[config.mk]
export PLATFORM = sky130hd
export DESIGN_NAME = block_reducer
export DESIGN_NICKNAME = d
export VERILOG_FILES = /design/src/rtl/block_reducer_pkg.sv /design/src/rtl/reducer_stats.sv /design/src/rtl/block_reducer.sv
export SDC_FILE = /design/constraint.sdc
export NUM_CORES = 1
export LEC_CHECK = 0
export ABC_CLOCK_PERIOD_IN_PS = 8500
export CAP_MARGIN = 0
export CELL_PAD_IN_SITES_DETAIL_PLACEMENT = 0
export CELL_PAD_IN_SITES_GLOBAL_PLACEMENT = 2
export CORE_MARGIN = 3
export CORE_UTILIZATION = 35
export DETAILED_ROUTE_END_ITERATION = 10
export GPL_TIMING_DRIVEN = 0
export PLACE_DENSITY = 0.95
export SYNTH_ARGS = -nofsm -noshare
export SYNTH_HDL_FRONTEND = slang
export SYNTH_SLANG_ARGS = --single-unit
[constraint.sdc]
create_clock -name clk -period 8.5 [get_ports clk]
set_input_delay 1.275 -clock clk [delete_from_list [all_inputs] [get_ports clk]]
set_output_delay 1.275 -clock clk [all_outputs]
set_load 0.05 [all_outputs]
[src/rtl/block_reducer_pkg.sv]
// Shared types, default widths and the beat-cap helper for block_reducer.
package block_reducer_pkg;

  localparam int unsigned DEF_LOGDEPTH = 6;
  localparam int unsigned DEF_WIDTH    = 32;
  localparam int unsigned DEF_TIMEOUT  = 255;

  // Prefixed names keep these apart from the multiplier's state_t.
  typedef enum logic [1:0] {
    RED_IDLE = 2'd0,
    RED_REQ  = 2'd1,
    RED_RECV = 2'd2,
    RED_DONE = 2'd3
  } reducer_state_t;

  // Maximum number of beats in one block.
  function automatic int unsigned beat_cap(input int unsigned logdepth);
    return 32'd1 << logdepth;
  endfunction

endpackage

[src/rtl/reducer_stats.sv]
// Running sum / max / min / count over the accepted beats of one block.
module reducer_stats
  import block_reducer_pkg::*;
#(
  parameter int unsigned LOGDEPTH = DEF_LOGDEPTH,
  parameter int unsigned WIDTH    = DEF_WIDTH
) (
  input  logic                      clk,
  input  logic                      rst,
  input  logic                      clear,
  input  logic                      acc_en,
  input  logic [WIDTH-1:0]          data,
  output logic [WIDTH+LOGDEPTH-1:0] sum,
  output logic [WIDTH-1:0]          max_val,
  output logic [WIDTH-1:0]          min_val,
  output logic [LOGDEPTH:0]         count
);

  localparam int unsigned SW = WIDTH + LOGDEPTH;
  localparam int unsigned CW = LOGDEPTH + 1;

  logic [SW-1:0]    sum_q,   sum_d;
  logic [WIDTH-1:0] max_q,   max_d;
  logic [WIDTH-1:0] min_q,   min_d;
  logic [CW-1:0]    count_q, count_d;

  // Clear wins over accumulate; min restarts at all-ones so the first beat always replaces it.
  always_comb begin
    sum_d   = sum_q;
    max_d   = max_q;
    min_d   = min_q;
    count_d = count_q;
    if (clear) begin
      sum_d   = '0;
      max_d   = '0;
      min_d   = '1;
      count_d = '0;
    end else if (acc_en) begin
      sum_d   = sum_q + SW'(data);
      count_d = count_q + CW'(1);
      if (data > max_q) max_d = data;
      if (data < min_q) min_d = data;
    end
  end

  // Statistic registers.
  always_ff @(posedge clk or posedge rst) begin
    if (rst) begin
      sum_q   <= '0;
      max_q   <= '0;
      min_q   <= '1;
      count_q <= '0;
    end else begin
      sum_q   <= sum_d;
      max_q   <= max_d;
      min_q   <= min_d;
      count_q <= count_d;
    end
  end

  assign sum     = sum_q;
  assign max_val = max_q;
  assign min_val = min_q;
  assign count   = count_q;

endmodule

[src/rtl/block_reducer.sv]
// Requests a product block, reduces its beat stream and hands the result downstream.
module block_reducer
  import block_reducer_pkg::*;
#(
  parameter int unsigned LOGDEPTH = DEF_LOGDEPTH,
  parameter int unsigned WIDTH    = DEF_WIDTH,
  parameter int unsigned TIMEOUT  = DEF_TIMEOUT
) (
  input  logic                      clk,
  input  logic                      rst,
  input  logic                      start,
  output logic                      busy,
  output logic                      EN_blockRead,
  input  logic                      VALID_memVal,
  input  logic [WIDTH-1:0]          memVal_data,
  output logic                      res_valid,
  input  logic                      res_ready,
  output logic [WIDTH+LOGDEPTH-1:0] res_sum,
  output logic [WIDTH-1:0]          res_max,
  output logic [WIDTH-1:0]          res_min,
  output logic [LOGDEPTH:0]         res_count,
  output logic                      err_timeout,
  output logic                      err_overrun
);

  localparam int unsigned CW = LOGDEPTH + 1;
  localparam int unsigned TW = $clog2(TIMEOUT + 1);

  reducer_state_t state_q, state_d;
  logic [TW-1:0]  tmo_q,   tmo_d;
  logic           en_q,    en_d;
  logic           busy_q,  busy_d;
  logic           valid_q, valid_d;
  logic           terr_q,  terr_d;
  logic           oerr_q,  oerr_d;
  logic           clear;
  logic           acc_en;
  logic           cap_hit;
  logic [TW-1:0]  tmo_inc;

  // The beat being accepted this cycle fills the block.
  assign cap_hit = (res_count + CW'(1)) == CW'(beat_cap(LOGDEPTH));
  assign tmo_inc = tmo_q + TW'(1);

  // Next-state, handshake and datapath control.
  always_comb begin
    state_d = state_q;
    tmo_d   = tmo_q;
    en_d    = en_q;
    valid_d = valid_q;
    terr_d  = terr_q;
    oerr_d  = oerr_q;
    clear   = 1'b0;
    acc_en  = 1'b0;
    case (state_q)
      RED_IDLE: begin
        if (VALID_memVal) oerr_d = 1'b1;
        if (start) begin
          state_d = RED_REQ;
          clear   = 1'b1;
          terr_d  = 1'b0;
          en_d    = 1'b1;
          tmo_d   = '0;
        end
      end
      RED_REQ: begin
        tmo_d = tmo_inc;
        if (VALID_memVal) begin
          acc_en  = 1'b1;
          en_d    = 1'b0;
          state_d = cap_hit ? RED_DONE : RED_RECV;
          valid_d = cap_hit;
        end else if (tmo_inc == TW'(TIMEOUT)) begin
          en_d    = 1'b0;
          terr_d  = 1'b1;
          state_d = RED_DONE;
          valid_d = 1'b1;
        end
      end
      RED_RECV: begin
        if (VALID_memVal) begin
          acc_en = 1'b1;
          if (cap_hit) begin
            state_d = RED_DONE;
            valid_d = 1'b1;
          end
        end else begin
          state_d = RED_DONE;
          valid_d = 1'b1;
        end
      end
      RED_DONE: begin
        if (VALID_memVal) oerr_d = 1'b1;
        if (res_ready) begin
          state_d = RED_IDLE;
          valid_d = 1'b0;
        end
      end
      default: state_d = RED_IDLE;
    endcase
    busy_d = (state_d != RED_IDLE);
  end

  // State and registered control outputs.
  always_ff @(posedge clk or posedge rst) begin
    if (rst) begin
      state_q <= RED_IDLE;
      tmo_q   <= '0;
      en_q    <= 1'b0;
      busy_q  <= 1'b0;
      valid_q <= 1'b0;
      terr_q  <= 1'b0;
      oerr_q  <= 1'b0;
    end else begin
      state_q <= state_d;
      tmo_q   <= tmo_d;
      en_q    <= en_d;
      busy_q  <= busy_d;
      valid_q <= valid_d;
      terr_q  <= terr_d;
      oerr_q  <= oerr_d;
    end
  end

  reducer_stats #(
    .LOGDEPTH (LOGDEPTH),
    .WIDTH    (WIDTH)
  ) u_stats (
    .clk     (clk),
    .rst     (rst),
    .clear   (clear),
    .acc_en  (acc_en),
    .data    (memVal_data),
    .sum     (res_sum),
    .max_val (res_max),
    .min_val (res_min),
    .count   (res_count)
  );

  assign busy         = busy_q;
  assign EN_blockRead = en_q;
  assign res_valid    = valid_q;
  assign err_timeout  = terr_q;
  assign err_overrun  = oerr_q;

endmodule
==> results of run 1 <==
==> path summary, 6_finish.rpt <==
path	startpoint	end	slack (ps)	cells past startpoint
setup / recovery	memVal_data[31]	u_stats.max_val[31]$_DFFE_PP0P_	4010	9
hold / removal	err_overrun$_DFFE_PP0P_	err_overrun$_DFFE_PP0P_	460	1
setup reg to reg	u_stats.max_val[31]$_DFFE_PP0P_	u_stats.max_val[31]$_DFFE_PP0P_	5160	9
hold reg to reg	err_overrun$_DFFE_PP0P_	err_overrun$_DFFE_PP0P_	460	1
max in group asynchronous	rst	u_stats.min_val[11]$_DFFE_PP1P_	6390	3
min in group asynchronous	rst	tmo_q[6]$_DFFE_PP0P_	1320	2
==> synth_stat cells (2+ instances only) <==
master / number / area (sq um)
ha_1: 102 / 1280
nand2_1: 102 / 383
dfrtp_1: 92 / 2300
a21oi_1: 89 / 445
inv_1: 76 / 285
nand3_1: 51 / 255
nor2_1: 49 / 184
nor3_1: 45 / 225
a31oi_1: 42 / 263
o21ai_0: 40 / 200
clkbuf_1: 39 / 146
o31ai_1: 34 / 255
dfstp_2: 32 / 841
a21o_1: 28 / 210
nand4_1: 27 / 169
xnor2_1: 19 / 166
xor2_1: 14 / 123
a211oi_1: 10 / 75.1
nand2b_1: 9 / 56.3
buf_1: 8 / 30.0
o21a_1: 8 / 60.1
and2_1: 7 / 43.8
o21ai_1: 7 / 35.0
and3_1: 6 / 37.5
nor2b_1: 6 / 37.5
a22o_1: 5 / 43.8
buf_2: 5 / 25.0
o211ai_1: 5 / 37.5
o21bai_1: 5 / 37.5
or3_1: 5 / 31.3
a2111oi_0: 3 / 26.3
a211o_1: 3 / 26.3
a41o_1: 2 / 20.0
==> layout make-up <==
class                   instances  area, sq um
plain buffers                  52          201
clock buffers                  20          437
clock inverters                12          140
fillers                      2371        12700
inverters                      76          290
multi-input cells             751         4990
flip-flops and latches        124         3140
well taps                     319          399
repair buffers                150         1520
==> state kept, by name, summed over array words and instances, names as in the netlist <==
name / count
state_q: 2
u_stats.max_val: 32
res_valid: 1
u_stats.min_val: 32
u_stats.sum: 38
err_timeout: 1
u_stats.count: 7
err_overrun: 1
EN_blockRead: 1
tmo_q: 8
busy: 1
==> layer usage <==
layer / part of all wire [%] / global-route usage (%) / routed length (um) / vias up
met4: 1.7 / 5.42 / 456 / 0
met2: 45 / 33.5 / 12400 / 218
met1: 47 / 29.2 / 12900 / 3901
li1: - / - / - / 3999
met3: 6.4 / 4.32 / 1750 / 31
met5: 0 / 0 / 0 / -
==> stage by stage <==
stage                     instance area [sq um]  hold WS, ps
after CTS                                 11100          463
after floorplan                            8620          481
after global routing                      11100          508
after global placement                    10500          439
final                                     11100          459
after detailed placement                  10500          443
==> power by group <==
group          total, uW  internal, uW  switching [uW]
logic               2760           921            1830
clock network        730           435             295
registers           1020           846             172
==> worst register-to-register path, cell delays in order (launching register included) <==
cell and delay (ps):
dfrtp_1 380, inv_1 80, ha_1 360, nand4_1 170, nor4_1 610, a31oi_1 160, a31oi_1 770, clkbuf_1 470
nand3_1 140, o31ai_1 100
==> cells by family after synthesis <==
kind of cell | synth area share (%)
XOR/XNOR | 3.35
adder cells (fa/ha/maj) | 15.0
multiplexers | 0.116
flip-flops | 36.5
AND/OR/NAND/NOR | 17.2
AO/OA/AOI/OAI | 22.2
buffers and inverters | 5.64
==> run_results.csv, run 1 <==
group,metric,value,unit
yosys,synth_nets,1143,
yosys,async_reset_ff_share,100,%
power,power-per-cell-area,405,nW/um^2
cells_and_area,utilization,46.7,%
cts,post_cts_buffers,0,
setup_path,cp_common_cell,"a31oi_1",
cts,clock_sinks,124,
setup_path,critPathLaunchType,"input pin",
timing,fin_skew,12.1,ps
setup_path,crit_type,"input pin to register",
cells_and_area,area.growth.synth_to_final,29.0,%
power,vdd_drop_max,0.201,mV
floorplan,num_rows,56,
yosys,synthFlopType,"dfrtp_1",
job,drv_cap,0,
setup_path,cp_slowest_cell,"a31oi_1",
cts,cts_root_buffer,"clkbuf_16",
global_route,grt_first_pass_wirelength,44100,um
placement,pre_cts_slack,3600,ps
cts,clk_path_buf_depth,2,
cts,cts_resized,0,
placement,gp_congestion,0.847,
timing,rsz0062_at_grt,"false",
timing,tightest_slew,908,ps
yosys,avgSynthCellArea,8.60,sq um
cts,clk_latency,430,ps
min_path,hp-class,"register to register",
global_route,antenna_found_initial,0,
timing,worst_slack,4010,ps
cells_and_area,diodes,0,
setup_path,worst_ep_required_time,8820,ps
placement,dp.cells,1472,
placement,port_buffers,149,
global_route,grt_use_total,21.0,%
cells_and_area,layout_common_cells,"149 x clkdlybuf4s50_1, 102 x nand2_1, 102 x ha_1",
detailed_routing,wl_per_cell,18.3,um
setup_path,end_kind,"register",
cts,htree_levels,4,
setup_path,cp_slowest_stage_delay,770,ps
yosys,seq_area_frac_synth,36.5,%
timing,hold_viol,0,
timing,post-route-min-period,4490,ps
cells_and_area,layout-drive-gt1-share,6.33,%
yosys,synth_cells,1003,
yosys,yosys_warnings,0,
detailed_routing,first_pass_iters,5,
global_route,grt_pass1_vias,8073,
cells_and_area,final_common_cell,"clkdlybuf4s50_1",
setup_path,crit_buf_inv,2,
cts,cts_made_buffers,17,
placement,hpwl,21100,um
floorplan,io_pins,151,
power,leakage,0.00498,uW
detailed_routing,vias_per_cell,5.42,
yosys,synth_seq_cells,124,
setup_path,path_cells,"clkdlybuf4s50_1, ha_1, nand4_1, nor4_1, a31oi_1, a31oi_1, clkbuf_1, nand3_1, o31ai_1",
timing,fin_crit_sh,52.8,%
power,total_power,4500,uW
global_route,grt_overflow_total,0,
detailed_routing,first_iter_violations,405,
timing,timing.fmax,223,MHz
cts,cts_hold_buf,0,
floorplan,core,23800,sq um
yosys,synth_edf_count,0,
floorplan,die_x,163,um
detailed_routing,drc_errors,0,
setup_path,crit_family,"buffers and inverters",
cts,clk_pin_slew_worst_paths,60,ps
detailed_routing,vias,8149,
yosys,mappedNetlistArea,8620,sq um
global_route,grt_max_degree,65,
run_status,status,"finished clean",
timing,slew_viol_final,0,
floorplan,die_area,26600,sq um
timing,relSlewSlack,39.2,%
setup_path,crit_arrival,4810,ps
floorplan,die_h,163,um
timing,setup_viol,0,
cts,cts_tree,"done",
timing,tns,0,ps
cells_and_area,layout.cells.non_filler,1504,
setup_path,crit_fanout,10,
cells_and_area,nets,1312,
detailed_routing,wl,27500,um
detailed_routing,ant_nets,0,
yosys,ys_types,61,
floorplan,start_util,36.2,%
Note: power is estimated with default switching activity, not from simulation.
==> inputs of run 2 (changes only) <==
- ABC_CLOCK_PERIOD_IN_PS: 8500 -> 4700
- CORE_UTILIZATION: 35 -> 32
- PLACE_DENSITY: 0.95 -> 0.92
- clock period: 8.5 -> 4.7 ns (I/O delays scaled with it)
==> run_results.csv, run 2 (synthesis gave the netlist of run 1 again) <==
group,metric,value,unit
timing,fin_crit_sh,82.8,%
detailed_routing,routed.top_layer,"met4",
timing,post-route-min-period,3890,ps
min_path,hold_path_depth,1,
floorplan,num_rows,59,
cts,cts_made_buffers,17,
global_route,grt_max_degree,67,
cells_and_area,layout-drive-gt1-share,6.50,%
setup_path,worst_ep_required_time,5030,ps
timing,relSlewSlack,41.4,%
timing,tightest_slew,875,ps
power,comb_power_share,61.2,%
floorplan,start_util,32.8,%
timing,setup_viol,0,
placement,port_buffers,149,
power,power-per-cell-area,734,nW/um^2
power,clockPowerShare,16.3,%
power,vdd_drop_max,0.419,mV
floorplan,io_pins,151,
cells_and_area,final-seq-area,3140,sq um
detailed_routing,wl_met3,1440,um
global_route,grt_pass1_vias,8224,
cells_and_area,largest_reg_flops,38,
cts,cts_tree,"done",
setup_path,end_kind,"register",
global_route,grt_overflow_total,0,
min_path,hp-class,"register to register",
cts,cts_resized,0,
min_path,min_from,"err_overrun$_DFFE_PP0P_",
detailed_routing,met1_length,13700,um
power,power_frac_seq,22.5,%
power,swShare,51.3,%
cells_and_area,nets,1312,
floorplan,die_x,170,um
setup_path,critPathLaunchType,"input pin",
cts,clk_pin_slew_worst_paths,60,ps
cts,clk_path_buf_depth,2,
cts,cts_root_buffer,"clkbuf_16",
floorplan,die_h,170,um
detailed_routing,wl,28000,um
detailed_routing,wl_per_cell,18.4,um
detailed_routing,ant_nets,0,
detailed_routing,vias_per_cell,5.34,
power,total_power,8180,uW
detailed_routing,wl_met2,12600,um
cells_and_area,multi_input_area,4990,sq um
timing,hold_viol,0,
timing,fin_skew,10.4,ps
run_status,status,"finished clean",
power,leakage,0.00499,uW
min_path,min_to,"err_overrun$_DFFE_PP0P_",
setup_path,worstReg2RegStart,"u_stats.max_val[31]$_DFFE_PP0P_",
cts,cts_hold_buf,0,
setup_path,ff2ff_setup_slack,1340,ps
placement,gp_congestion,0.872,
timing,rsz0062_at_grt,"false",
timing,whs,461,ps
setup_path,crit_arrival,4220,ps
power,power_switching,4190,uW
global_route,grt_use_total,19.5,%
job,drv_cap,0,
floorplan,die_area,28900,sq um
setup_path,worstReg2RegEnd,"u_stats.max_val[31]$_DFFE_PP0P_",
placement,hpwl,21600,um
setup_path,crit_fanout,10,
cells_and_area,layout_common_cells,"149 x clkdlybuf4s50_1, 102 x nand2_1, 102 x ha_1",
cells_and_area,nFillCells,2624,
cts,clk_latency,430,ps
cells_and_area,diodes,0,
detailed_routing,first_iter_violations,542,
setup_path,ff2ff_path_depth,9,
global_route,grt_first_pass_wirelength,44800,um
timing,slew_viol_final,0,
detailed_routing,drc_errors,0,
power,power.internal,3990,uW
global_route,antenna_found_initial,0,
timing,timing.fmax,257,MHz
floorplan,core,26300,sq um
detailed_routing,vias,8114,
setup_path,crit_type,"input pin to register",
cts,post_cts_buffers,0,
cells_and_area,area.growth.synth_to_final,29.3,%
detailed_routing,first_pass_iters,6,
cells_and_area,final_common_cell,"clkdlybuf4s50_1",
cts,clock_sinks,124,
cts,htree_levels,4,
==> run 2: cell count changes in the layout (fill, tap and decap cells not counted) <==
cell	change
inv_6	+4
clkinv_4	-1
clkinvlp_4	-2
clkinv_2	+1
clkbuf_1	-2
==> run 2: power groups by stage <==
stage / registers (uW) / logic [uW] / clock network [uW]
after floorplan: 3020 / 2240 / 0
after global placement: 1860 / 4950 / 0
after detailed placement: 1860 / 5000 / 0
after CTS: 1840 / 5020 / 1360
after global routing: 1900 / 5460 / 1410
final: 1840 / 5010 / 1340
==> run 2: worst max path at each step <==
stage / start / endpoint / depth (start not counted)
CTS: memVal_data[31] / u_stats.max_val[5]$_DFFE_PP0P_ / 9
global route: memVal_data[31] / u_stats.max_val[6]$_DFFE_PP0P_ / 9
global placement: rst / u_stats.max_val[23]$_DFFE_PP0P_ / 2
floorplan: rst / EN_blockRead$_DFFE_PP0P_ / 1
finish: memVal_data[31] / u_stats.max_val[31]$_DFFE_PP0P_ / 9
detailed placement: memVal_data[31] / u_stats.max_val[5]$_DFFE_PP0P_ / 9
==> run 2: area by class of cell <==
class                      count  area share [%]
buffer                        52            1.81
sequential                   124            28.2
clock buffer                  18            3.85
inverter                      76            2.60
timing repair buffer         150            13.6
multi-input combinational    751            44.8
tap                          335            3.76
clock inverter                14            1.40
==> run 2: metal layers <==
metal,vias to the layer above,GRT usage [%]
li1,3989,-
met1,3894,27.6
met2,207,30.9
met3,24,3.93
met4,0,4.27
met5,-,0
==> run 2: stage by stage <==
| step | instances | setup slack (ps) | TNS, ps | utilization (%) | instance area, sq um |
|---|---|---|---|---|---|
| finish | 1520 | 808 | 0 | 42.4 | 11200 |
| global route | 1520 | 606 | 0 | 42.4 | 11200 |
| CTS | 1520 | 827 | 0 | 42.4 | 11200 |
| detailed placement | 1488 | 383 | 0 | 40.2 | 10600 |
| global placement | 1487 | -1400 | -127830 | 40.1 | 10500 |
| floorplan | 1003 | 749 | 0 | - | 8620 |
==> run 2: worst max-delay path, stage by stage <==
cell	delay, ps
clkdlybuf4s50_1	610
ha_1	480
nand4_1	150
nor4_1	640
o21ai_0	210
a31oi_1	720
clkbuf_1	480
nand3_1	130
o31ai_1	100
==> inputs of run 3 (changes only) <==
- ABC_CLOCK_PERIOD_IN_PS: 4700 -> 3800
- clock period: 4.7 -> 3.8 ns (I/O delays scaled with it)
==> run_results.csv, run 3 (synthesis gave the netlist of run 1 again) <==
group,metric,value,unit
timing,slew_viol_final,0,
detailed_routing,first_pass_iters,5,
floorplan,num_rows,59,
setup_path,worst_ep_required_time,4120,ps
power,comb_power_share,61.0,%
power,power_frac_seq,22.4,%
power,power-per-cell-area,905,nW/um^2
global_route,grt_pass1_vias,8035,
job,drv_cap,0,
placement,dp.cells,1490,
timing,tightest_slew,884,ps
timing,relSlewSlack,41.1,%
timing,fin_crit_sh,94.3,%
power,power_switching,5170,uW
setup_path,crit_path_end,"u_stats.max_val[8]$_DFFE_PP0P_",
run_status,status,"finished clean",
placement,hpwl,21700,um
setup_path,crit_fanout,10,
detailed_routing,drc_errors,0,
timing,worst_slack,218,ps
cts,cts_made_buffers,17,
placement,pre_cts_slack,-414,ps
global_route,grt_overflow_total,0,
detailed_routing,vias,8114,
detailed_routing,ant_nets,0,
global_route,grt_max_degree,37,
cells_and_area,nFillCells,2607,
setup_path,ff2ff_path_depth,9,
cts,cts_hold_buf,0,
setup_path,path_cells,"clkdlybuf4s50_1, ha_1, nand4_1, nor4_1, o21ai_0, a31oi_2, clkbuf_1, nand3_1, o31ai_1",
timing,rsz0062_at_grt,"false",
cells_and_area,final_common_cell,"clkdlybuf4s50_1",
cts,cts_root_buffer,"clkbuf_16",
detailed_routing,vias_per_cell,5.33,
global_route,antenna_found_initial,0,
placement,gp_congestion,0.874,
setup_path,startpoint,"memVal_data[31]",
floorplan,die_h,170,um
cts,clk_path_buf_depth,2,
setup_path,crit_arrival,3900,ps
setup_path,worstReg2RegStart,"u_stats.max_val[31]$_DFFE_PP0P_",
timing,timing.fmax,279,MHz
cells_and_area,diodes,0,
floorplan,io_pins,151,
detailed_routing,wl,28000,um
cells_and_area,layout-drive-gt1-share,6.91,%
floorplan,start_util,32.8,%
setup_path,end_kind,"register",
setup_path,ff2ff_setup_slack,630,ps
floorplan,core,26300,sq um
floorplan,die_area,28900,sq um
cts,clk_pin_slew_worst_paths,60,ps
power,power.internal,4980,uW
power,vdd_drop_max,0.510,mV
setup_path,cp_slowest_stage_delay,610,ps
detailed_routing,wl_per_cell,18.4,um
cells_and_area,area.growth.synth_to_final,30.1,%
cts,cts_tree,"done",
timing,fin_skew,11.9,ps
global_route,grt_first_pass_wirelength,44400,um
detailed_routing,first_iter_violations,467,
setup_path,cp_slowest_cell,"clkdlybuf4s50_1",
power,clockPowerShare,16.6,%
power,total_power,10100,uW
cells_and_area,layout.cells.non_filler,1522,
cells_and_area,nets,1314,
cells_and_area,largest_reg_flops,38,
setup_path,worstReg2RegEnd,"u_stats.max_val[8]$_DFFE_PP0P_",
timing,setup_viol,0,
power,swShare,50.9,%
timing,tns,0,ps
setup_path,critPathLaunchType,"input pin",
global_route,grt_use_total,19.4,%
floorplan,die_x,170,um
cts,clock_sinks,124,
placement,port_buffers,149,
cells_and_area,layout_common_cells,"149 x clkdlybuf4s50_1, 102 x nand2_1, 102 x ha_1",
min_path,hp-class,"register to register",
timing,post-route-min-period,3580,ps
power,leakage,0.00500,uW
timing,hold_viol,0,
setup_path,crit_type,"input pin to register",
cts,clk_latency,430,ps
timing,whs,462,ps
cts,htree_levels,4,
run 3: worst min-delay path by stage:
stage,from,end,slack (ps),depth (start not counted)
floorplan,tmo_q[6]$_DFFE_PP0P_,tmo_q[6]$_DFFE_PP0P_,480,1
detailed placement,err_overrun$_DFFE_PP0P_,err_overrun$_DFFE_PP0P_,440,1
CTS,err_overrun$_DFFE_PP0P_,err_overrun$_DFFE_PP0P_,460,1
global route,err_overrun$_DFFE_PP0P_,err_overrun$_DFFE_PP0P_,490,1
finish,err_overrun$_DFFE_PP0P_,err_overrun$_DFFE_PP0P_,460,1
global placement,err_overrun$_DFFE_PP0P_,err_overrun$_DFFE_PP0P_,440,1
run 3: power by group through the flow:
| stage | clock [uW] | combinational (uW) | sequential, uW |
|---|---|---|---|
| floorplan | 0 | 2770 | 3730 |
| global placement | 0 | 6130 | 2300 |
| detailed placement | 0 | 6180 | 2300 |
| CTS | 1710 | 6210 | 2280 |
| global route | 1760 | 6770 | 2350 |
| finish | 1680 | 6190 | 2280 |
run 3: repair_timing:
item,in CTS,in global routing
endpoints found under the setup margin,0,33
gates resized for setup,0,2
buffers inserted,0,0
run 3: per-layer routing:
layer / global-route usage, % / vias up / share of wire [%]
met5: 0 / - / 0
met3: 4.46 / 23 / 6.9
li1: - / 3995 / -
met1: 27.0 / 3877 / 46
met2: 31.0 / 219 / 46
met4: 4.13 / 0 / 1.0
run 3: final cells by class:
cell class              count  area [sq um]  share of cell area [%]
multi-input cells         751          5000                    44.6
flip-flops and latches    124          3140                    28.0
repair buffers            152          1550                    13.8
clock buffers              20           467                    4.16
well taps                 335           419                    3.74
inverters                  76           289                    2.58
plain buffers              52           201                    1.80
clock inverters            12           138                    1.23
run 3: through the flow:
stage / util (%) / cell area (sq um)
global route: 42.7 / 11200
CTS: 42.6 / 11200
finish: 42.7 / 11200
global placement: 40.1 / 10500
detailed placement: 40.3 / 10600
floorplan: - / 8630
run 3: worst max-delay path, delay by kind of cell:
| kind | cells | cell delay [ps] |
|---|---|---|
| buf+inv | 2 | 1070 |
| fa+ha+maj | 1 | 470 |
| compound gates | 3 | 880 |
| simple gates | 3 | 900 |
